==> config.mk <==
export PLATFORM = sky130hd
export DESIGN_NAME = wb_stage
export DESIGN_NICKNAME = d
export VERILOG_FILES = /design/src/rtl/rv32_pkg.sv /design/src/rtl/load_align.sv /design/src/rtl/wb_stage.sv
export SDC_FILE = /design/constraint.sdc
export NUM_CORES = 1
export LEC_CHECK = 0
export CAP_MARGIN = 30
export CORE_MARGIN = 1.5
export CORE_UTILIZATION = 48
export CTS_CLUSTER_DIAMETER = 50
export DETAILED_ROUTE_END_ITERATION = 10
export PLACE_DENSITY_LB_ADDON = 0.3
export SKIP_LAST_GASP = 1
export SLEW_MARGIN = 20
export SYNTH_ARGS = -nofsm -noshare
export SYNTH_HDL_FRONTEND = slang
export SYNTH_SLANG_ARGS = --single-unit
==> constraint.sdc <==
create_clock -name clk -period 6.98 [get_ports clk]
set_clock_uncertainty 0.15 [all_clocks]
set_input_delay 2.094 -clock clk [delete_from_list [all_inputs] [get_ports clk]]
set_output_delay 2.094 -clock clk [all_outputs]
set_load 0.005 [all_outputs]
==> src/rtl/rv32_pkg.sv <==
// Shared rv32 pipeline definitions: opcodes, writeback select encodings,
// load funct3 codes and the writeback-stage state enum.
package rv32_pkg;

    localparam int unsigned XLEN = 32;

    localparam logic [6:0] OPC_LUI    = 7'b0110111;
    localparam logic [6:0] OPC_AUIPC  = 7'b0010111;
    localparam logic [6:0] OPC_JAL    = 7'b1101111;
    localparam logic [6:0] OPC_JALR   = 7'b1100111;
    localparam logic [6:0] OPC_LOAD   = 7'b0000011;
    localparam logic [6:0] OPC_OP_IMM = 7'b0010011;
    localparam logic [6:0] OPC_OP     = 7'b0110011;

    localparam logic [1:0] WB_MEM = 2'b00;
    localparam logic [1:0] WB_ALU = 2'b01;
    localparam logic [1:0] WB_PC4 = 2'b10;
    localparam logic [1:0] WB_RSV = 2'b11;

    localparam logic [2:0] F3_LB  = 3'b000;
    localparam logic [2:0] F3_LH  = 3'b001;
    localparam logic [2:0] F3_LW  = 3'b010;
    localparam logic [2:0] F3_LBU = 3'b100;
    localparam logic [2:0] F3_LHU = 3'b101;

    typedef enum logic {
        S_IDLE     = 1'b0,
        S_WAIT_MEM = 1'b1
    } wb_state_e;

    // True for opcodes whose result is written to rd.
    function automatic logic is_writing(input logic [6:0] opc);
        return (opc == OPC_LUI)  || (opc == OPC_AUIPC)  || (opc == OPC_JAL) ||
               (opc == OPC_JALR) || (opc == OPC_LOAD)   || (opc == OPC_OP_IMM) ||
               (opc == OPC_OP);
    endfunction

endpackage

==> src/rtl/load_align.sv <==
// Load data extraction: selects byte/half/word from an aligned read word
// and sign- or zero-extends it; flags misaligned or illegal load widths.
//   mem_rdata  : aligned 32-bit read word
//   funct3     : load funct3
//   addr       : byte address bits [1:0]
//   data_c     : extended load value
//   misalign_c : access misaligned or funct3 not a load width
module load_align
    import rv32_pkg::*;
(
    input  logic [XLEN-1:0] mem_rdata,
    input  logic [2:0]      funct3,
    input  logic [1:0]      addr,
    output logic [XLEN-1:0] data_c,
    output logic            misalign_c
);

    logic [7:0]  byte_v;
    logic [15:0] half_v;

    always_comb begin
        byte_v     = mem_rdata[{addr, 3'b000} +: 8];
        half_v     = mem_rdata[{addr[1], 4'b0000} +: 16];
        data_c     = '0;
        misalign_c = 1'b0;
        case (funct3)
            F3_LB:  data_c = {{24{byte_v[7]}}, byte_v};
            F3_LBU: data_c = {24'h000000, byte_v};
            F3_LH: begin
                data_c     = {{16{half_v[15]}}, half_v};
                misalign_c = addr[0];
            end
            F3_LHU: begin
                data_c     = {16'h0000, half_v};
                misalign_c = addr[0];
            end
            F3_LW: begin
                data_c     = mem_rdata;
                misalign_c = (addr != 2'b00);
            end
            default: misalign_c = 1'b1;
        endcase
    end

endmodule

==> src/rtl/wb_stage.sv <==
// rv32 writeback stage: selects ALU / PC+4 / load data, waits for the
// memory response on loads, and drives a registered register-file port.
//   clk, rst        : clock, synchronous active-high reset
//   in_valid/ready  : upstream handshake (ready low while a load waits)
//   instruction     : opcode / rd / funct3 source
//   wb_sel          : writeback source select for non-loads
//   alu_result      : ALU value, also the load byte address
//   pc_plus4        : link value
//   mem_rdata/rvalid: load response
//   rf_we/waddr/wdata: registered register-file write port
//   err_misalign    : one-cycle pulse on a misaligned load
//   err_timeout     : sticky flag when a load response never arrives
module wb_stage
    import rv32_pkg::*;
#(
    parameter int unsigned LOAD_TIMEOUT = 255
) (
    input  logic            clk,
    input  logic            rst,
    input  logic            in_valid,
    output logic            in_ready,
    input  logic [31:0]     instruction,
    input  logic [1:0]      wb_sel,
    input  logic [XLEN-1:0] alu_result,
    input  logic [XLEN-1:0] pc_plus4,
    input  logic [XLEN-1:0] mem_rdata,
    input  logic            mem_rvalid,
    output logic            rf_we,
    output logic [4:0]      rf_waddr,
    output logic [XLEN-1:0] rf_wdata,
    output logic            err_misalign,
    output logic            err_timeout
);

    localparam int unsigned CNT_W = 16;

    wb_state_e         state;
    logic [4:0]        ld_rd;
    logic [2:0]        ld_funct3;
    logic [1:0]        ld_addr;
    logic [CNT_W-1:0]  wait_cnt;

    logic [6:0]        opcode;
    logic [4:0]        rd;
    logic [2:0]        funct3;
    logic [2:0]        align_funct3;
    logic [1:0]        align_addr;
    logic [XLEN-1:0]   ld_data;
    logic              ld_misalign;
    logic              unused_bits;

    assign opcode      = instruction[6:0];
    assign rd          = instruction[11:7];
    assign funct3      = instruction[14:12];
    assign unused_bits = ^instruction[31:15];
    assign in_ready    = (state == S_IDLE);

    // The aligner checks the incoming load in IDLE and extracts the
    // response using the latched access in WAIT_MEM.
    always_comb begin
        align_funct3 = (state == S_IDLE) ? funct3 : ld_funct3;
        align_addr   = (state == S_IDLE) ? alu_result[1:0] : ld_addr;
    end

    load_align u_load_align (
        .mem_rdata  (mem_rdata),
        .funct3     (align_funct3),
        .addr       (align_addr),
        .data_c     (ld_data),
        .misalign_c (ld_misalign)
    );

    // Stage FSM with registered write port and error flags.
    always_ff @(posedge clk) begin
        if (rst) begin
            state        <= S_IDLE;
            rf_we        <= 1'b0;
            rf_waddr     <= '0;
            rf_wdata     <= '0;
            err_misalign <= 1'b0;
            err_timeout  <= 1'b0;
            wait_cnt     <= '0;
            ld_rd        <= '0;
            ld_funct3    <= '0;
            ld_addr      <= '0;
        end else begin
            rf_we        <= 1'b0;
            err_misalign <= 1'b0;
            case (state)
                S_IDLE: begin
                    if (in_valid) begin
                        if (opcode == OPC_LOAD) begin
                            if (ld_misalign) begin
                                err_misalign <= 1'b1;
                            end else begin
                                ld_rd     <= rd;
                                ld_funct3 <= funct3;
                                ld_addr   <= alu_result[1:0];
                                wait_cnt  <= '0;
                                state     <= S_WAIT_MEM;
                            end
                        end else begin
                            rf_we    <= is_writing(opcode) && (rd != 5'd0) && (wb_sel != WB_RSV);
                            rf_waddr <= rd;
                            // WB_MEM / WB_RSV on a non-load keep the old data.
                            if (wb_sel == WB_ALU) begin
                                rf_wdata <= alu_result;
                            end else if (wb_sel == WB_PC4) begin
                                rf_wdata <= pc_plus4;
                            end
                        end
                    end
                end
                S_WAIT_MEM: begin
                    if (mem_rvalid) begin
                        rf_we    <= (ld_rd != 5'd0);
                        rf_waddr <= ld_rd;
                        rf_wdata <= ld_data;
                        state    <= S_IDLE;
                    end else if (wait_cnt == CNT_W'(LOAD_TIMEOUT - 1)) begin
                        err_timeout <= 1'b1;
                        state       <= S_IDLE;
                    end else begin
                        wait_cnt <= wait_cnt + CNT_W'(1);
                    end
                end
            endcase
        end
    end

endmodule

# Yosys cells after proc, flatten, opt, wreduce, memory -nomap -nowiden
# Cells that the tools add are included.
# classes
addsub	1
n_eq_ne	23
shift	2
mux	31
bitwise_logic	5
n_reduce_logical	20
# ops
op	count
$mux 32	5
$pmux 32 s5	1
$mux 16	5
$pmux 32 s2	1
$pmux 16 s2	1
$shiftx 32x6->16	1
$shiftx 32x6->8	1
$add 16x1->16 const B	1
$eq 16x8->1 const B	1
$mux 5	3
$eq 7x5->1 const B	2
$eq 7x6->1 const B	2
$eq 7x7->1 const B	2
$ne 2x2->1 const B	7
$pmux 5 s2	1
$reduce_bool 5->1	2
$mux 1	9
$reduce_and 4->1	2
$eq 7x2->1 const B	1
$eq 3x3->1 const B	2
$logic_or 1x1->1	6
$reduce_and 3->1	2
$not 1->1	5
$reduce_and 5->1	1
15 further kinds	18
# word_totals
regBits	67
inputBits	134
out_inout_bits	41
elab_cells	92

# Depth between registers and ports, before layout
# logic_depth
depth_word	12
ltp_mapped	8
mapped_depth_nobuf	7

# By module
# A second synthesis with hierarchy kept.
# unflattened
hier_cells	562
area_unflattened_um2	4713.3
# by_module_without_submodules
module	n_inst	cells_each	area_per_inst_um2	seq_area_each_um2
wb_stage	1	454	3813.7	1341.3
load_align	1	108	899.6	0.0

# Worst setup path before layout
# Ideal clock, no wire load.
# synth_path
path_type	input -> register
from	in instruction[12]
to	reg rf_wdata[19]
setup_time_ns	0.086
arrival_time_ns	3.456
t_required_ns	6.744
slack_ns	3.288
stages	7
n_path_buf	2
path_cell_list	buf_2 nor4_1 o21ai_0 o22ai_4 a21oi_4 buf_6 a221oi_2
# synth_via
elab_chain_len	5
word_cells_on_any_way	9
cone_classes	eq/ne: 4; mux: 4; reduce/logical: 1
# synth_rtl
item	line	text
start: declaration	wb_stage.sv:22	input logic [31:0] instruction,
$mux 3 (*)	wb_stage.sv:61	align_funct3 = (state == S_IDLE) ? funct3 : ld_funct3;
$eq 3x2->1 (tied with other cells)	load_align.sv:26	case (funct3)
$pmux 32 s5 (*)	load_align.sv:26	
$mux 32 (*)	wb_stage.sv:115	if (mem_rvalid) begin
$pmux 32 s2 (*)	wb_stage.sv:89	case (state)
end signal: assignment	wb_stage.sv:107	rf_wdata <= alu_result;
end signal: assignment	wb_stage.sv:109	rf_wdata <= pc_plus4;
end signal: assignment	wb_stage.sv:118	rf_wdata <= ld_data;
end: declaration	wb_stage.sv:30	output logic [XLEN-1:0] rf_wdata,
# Every way passes the cells marked *; elsewhere a longest branch is shown, timed or not. The select of a mux whose other input is x is not followed.
# A chain may end at the register's enable or synchronous reset.

# Worst setup path after layout
# layout_path
from	in wb_sel[0]
to	reg rf_wdata[25]
# layout_via
elab_chain_len	5
word_cells_on_any_way	8
cone_classes	eq/ne: 3; mux: 4; reduce/logical: 1
# layout_rtl
item	line	text
start: declaration	wb_stage.sv:23	input logic [1:0] wb_sel,
$eq 2x1->1	wb_stage.sv:106	if (wb_sel == WB_ALU) begin
$mux 32	wb_stage.sv:106	
$mux 32	wb_stage.sv:92	if (opcode == OPC_LOAD) begin
$mux 32	wb_stage.sv:91	if (in_valid) begin
$pmux 32 s2	wb_stage.sv:89	
# Several ways; a longest one is shown, not always the timed one. The select of a mux whose other input is x is not followed.

==> summary.md <==
| Metric | Value |
|---|---|
| Status | `finished, final reports clean` |
| Max FO, Critical Path | `24` |
| F_max | `about 230 MHz` |
| RSZ-0062 raised after global routing | `false` |
| Share of cells above drive strength 1 | `about 8.0%` |
| Flops & latches, synth | `between 60 and 70` |
| PwrDens | `157.2 nW/um2` |
| Clock Latency Late Sink | `0.35 ns` |
| Initial antenna violation count | `0` |
| 1st-pass router iterations | `6` |
| Syn Nets | `644` |
| DRC | `0` |
| Initial DRC Count | `315` |
| Critical path class | `primary input to flop` |
| Peak VDD IR | `0.08393 mV` |
| Slew @ Worst Pin | `slightly below 1 ns` |
| Hold Buf Count CTS | `0` |
| Synth Cell Area | `4348 um2` |
| Post-synth top cells | `nor2_1 (76), dfxtp_1 (67), mux2i_1 (50)` |
| Final ANT Viol Nets | `0` |
| First-pass GRT wire length | `23850 um` |
| Number of synthesized flops with an enable pin | `0` |
| TritonCTS clock tree | `built` |
| Longest Clk Path Bufs | `2` |
| FILL cells | `slightly below 700` |
| Hpwl dp | `~11000 um` |
| Port-buffer cells | `157` |
| Mean Syn Cell Area | `8.559 um2` |
| Chip Width | `98.18 um` |
| Clk pwr share | `35.5%` |
| Leak Pwr | `2.071 nW` |
| CP Launch Type | `primary input` |
| Post-Route WL | `14860 um` |
| H-tree depth | `3` |
| Register share of total power | `between 40% and 50%` |
| Synth area leader | `dfxtp_1` |
| Slew Limit Fails | `0` |
| Worst endpoint required time | `7.03 ns` |
| Via count | `approximately 4800` |
| Total core area | `8763 um2` |
| Clk root buf | `clkbuf_8` |
| Wire per inst | `a little under 20 um` |
| Pin count of the biggest net entering global routing | `58` |
| Top post-synthesis cells by area | `dfxtp_1 (31%), mux2i_1 (12%), a211oi_1 (7.8%), nor2_1 (6.6%), a221oi_1 (4.2%)` |
| Synth Flop Type | `dfxtp_1` |
| Final TNS setup | `0 ns` |
| Post-route insts no fill | `758` |
| Most frequent cell after synthesis | `nor2_1` |
| Clock slew at reported path FFs | `0.08 ns` |
| Setup-failing EPs final | `0` |
| Multi-input logic area | `2800 um2` |
| Site row count | `34` |
| GP Congestion | `0.8804` |
| Fin crit share | `62.58%` |
| Slew margin rel. | `35.89%` |
| CTS resizes | `0` |
| # Max-Cap Violations | `0` |
| Sw Ratio | `27.89%` |
| Die ar. | `about 9600 um2` |
| Global Route Usage Sum | `30.39%` |
| Setup bufs post-CTS | `0` |
| Min cycle time layout | `4.368 ns` |
| Worst reg-to-reg setup slack | `3.98 ns` |
| Net Switching | `269.5 uW` |
| Crit end category | `flop` |
| Boundary Pins | `175` |
| Initial core utilization | `49.61%` |
| Routed vias/inst | `about 6.4` |
| GRT overflow | `0` |
| Mapped Cells | `508` |
| Sequential fraction of the synthesis area | `30.85%` |
| Unique masters post-synth | `72` |
| N_diodes | `0` |
| Hold Vio Cnt, Final | `0` |
| Placed cells | `~740` |
| Worst hold path class | `flop to flop` |
| Comb power frac | `22.7%` |
| CP arrival | `~4.4 ns` |
| Area Overhead vs Synth | `41.35%` |
| Total CTS buffers | `9` |
| Yosys top cell area share | `30.85%` |
| Die Y | `98.18 um` |
| Register area | `around 1300 um2` |
| Post-synth ARST share | `0%` |
| Int Pwr | `between 600 and 700 uW` |
| Vias in the first global route | `4810` |
| Synth warn | `0` |
| Total Nets Final | `between 700 and 800` |
| Sink Count | `67` |
## flip-flops by register name, indices dropped and copies added (netlist names), 2 cells and up
signal     cells
rf_wdata      32
wait_cnt      16
ld_rd          5
rf_waddr       5
ld_funct3      3
ld_addr        2
## per-stage QoR
step | utilization [%] | hold WS [ns] | total power, mW | area (um2) | setup slack (ns)
final | 70.13 | 0.3279 | 0.9662 | 6146 | 2.612
after floorplan | - | 0.3105 | 0.5058 | 4348 | 3.288
after global routing | 70.13 | 0.3394 | 1.003 | 6146 | 2.470
after CTS | 69.96 | 0.3261 | 0.9672 | 6131 | 2.503
after global placement | 67.35 | 0.3029 | 0.6203 | 5902 | 2.166
after detailed placement | 67.58 | 0.3076 | 0.6282 | 5922 | 2.138
## cell families (layout without fill, tap and decap cells)
kind of cell | Yosys count | in the layout | share of synthesized area (%)
flops | 67 | 67 | 30.85
xor+xnor | 4 | 4 | 0.8059
compound gates | 167 | 167 | 30.68
buf+inv | 44 | 186 | 4.978
mux | 55 | 55 | 13.12
fa+ha+maj | 2 | 2 | 0.5754
simple gates | 169 | 169 | 18.99
## metal layers
layer	GRT usage, %	share of wire [%]
met1	39.01	42
met2	50.93	47
met3	5.369	8.5
met4	11.59	2.4
met5	0	0
## final timing paths
check,depth (start not counted),endpoint,from
setup / recovery,7,rf_wdata[25],wb_sel[0]
hold / removal,2,rf_wdata[2],rf_wdata[2]
setup reg to reg,6,rf_wdata[16],state
hold reg to reg,2,rf_wdata[2],rf_wdata[2]
## power groups by stage
| stage | Clock, mW | Combinational (mW) | Sequential [mW] |
|---|---|---|---|
| floorplan | 0 | 0.0923 | 0.414 |
| finish | 0.343 | 0.219 | 0.404 |
| global route | 0.363 | 0.234 | 0.406 |
| global placement | 0 | 0.208 | 0.412 |
| detailed placement | 0 | 0.215 | 0.413 |
| CTS | 0.346 | 0.217 | 0.404 |
## critical path: stages
cell and delay (ns):
clkdlybuf4s50_1 0.51, nor2b_4 0.64, buf_4 0.40, mux2i_1 0.27, nor2_1 0.09, a211oi_1 0.31, a221oi_2 0.09
## layout make-up
| type | instances | area share, % |
|---|---|---|
| Tap cell | 108 | 2.199 |
| Sequential cell | 67 | 21.84 |
| Clock inverter | 6 | 1.160 |
| Timing Repair Buffer | 162 | 26.51 |
| Multi-Input combinational cell | 397 | 45.56 |
| Clock buffer | 10 | 2.239 |
| Inverter | 8 | 0.4886 |
## layout by cell type (no fill, tap or decap), types with 4 or more instances in the layout
master	instances
a211oi_1	45
a21oi_1	13
a221oi_1	21
a221oi_2	10
and3_1	4
clkbuf_8	10
clkdlybuf4s50_1	157
dfxtp_1	66
inv_1	7
mux2i_1	50
nand2_1	15
nand2b_1	4
nand3_1	15
nand4_1	6
nor2_1	76
nor2b_1	11
nor3_1	8
nor4_1	6
o21ai_0	33
o32ai_1	5
o41ai_1	6
or4_1	4
(Power assumes the default switching activity.)
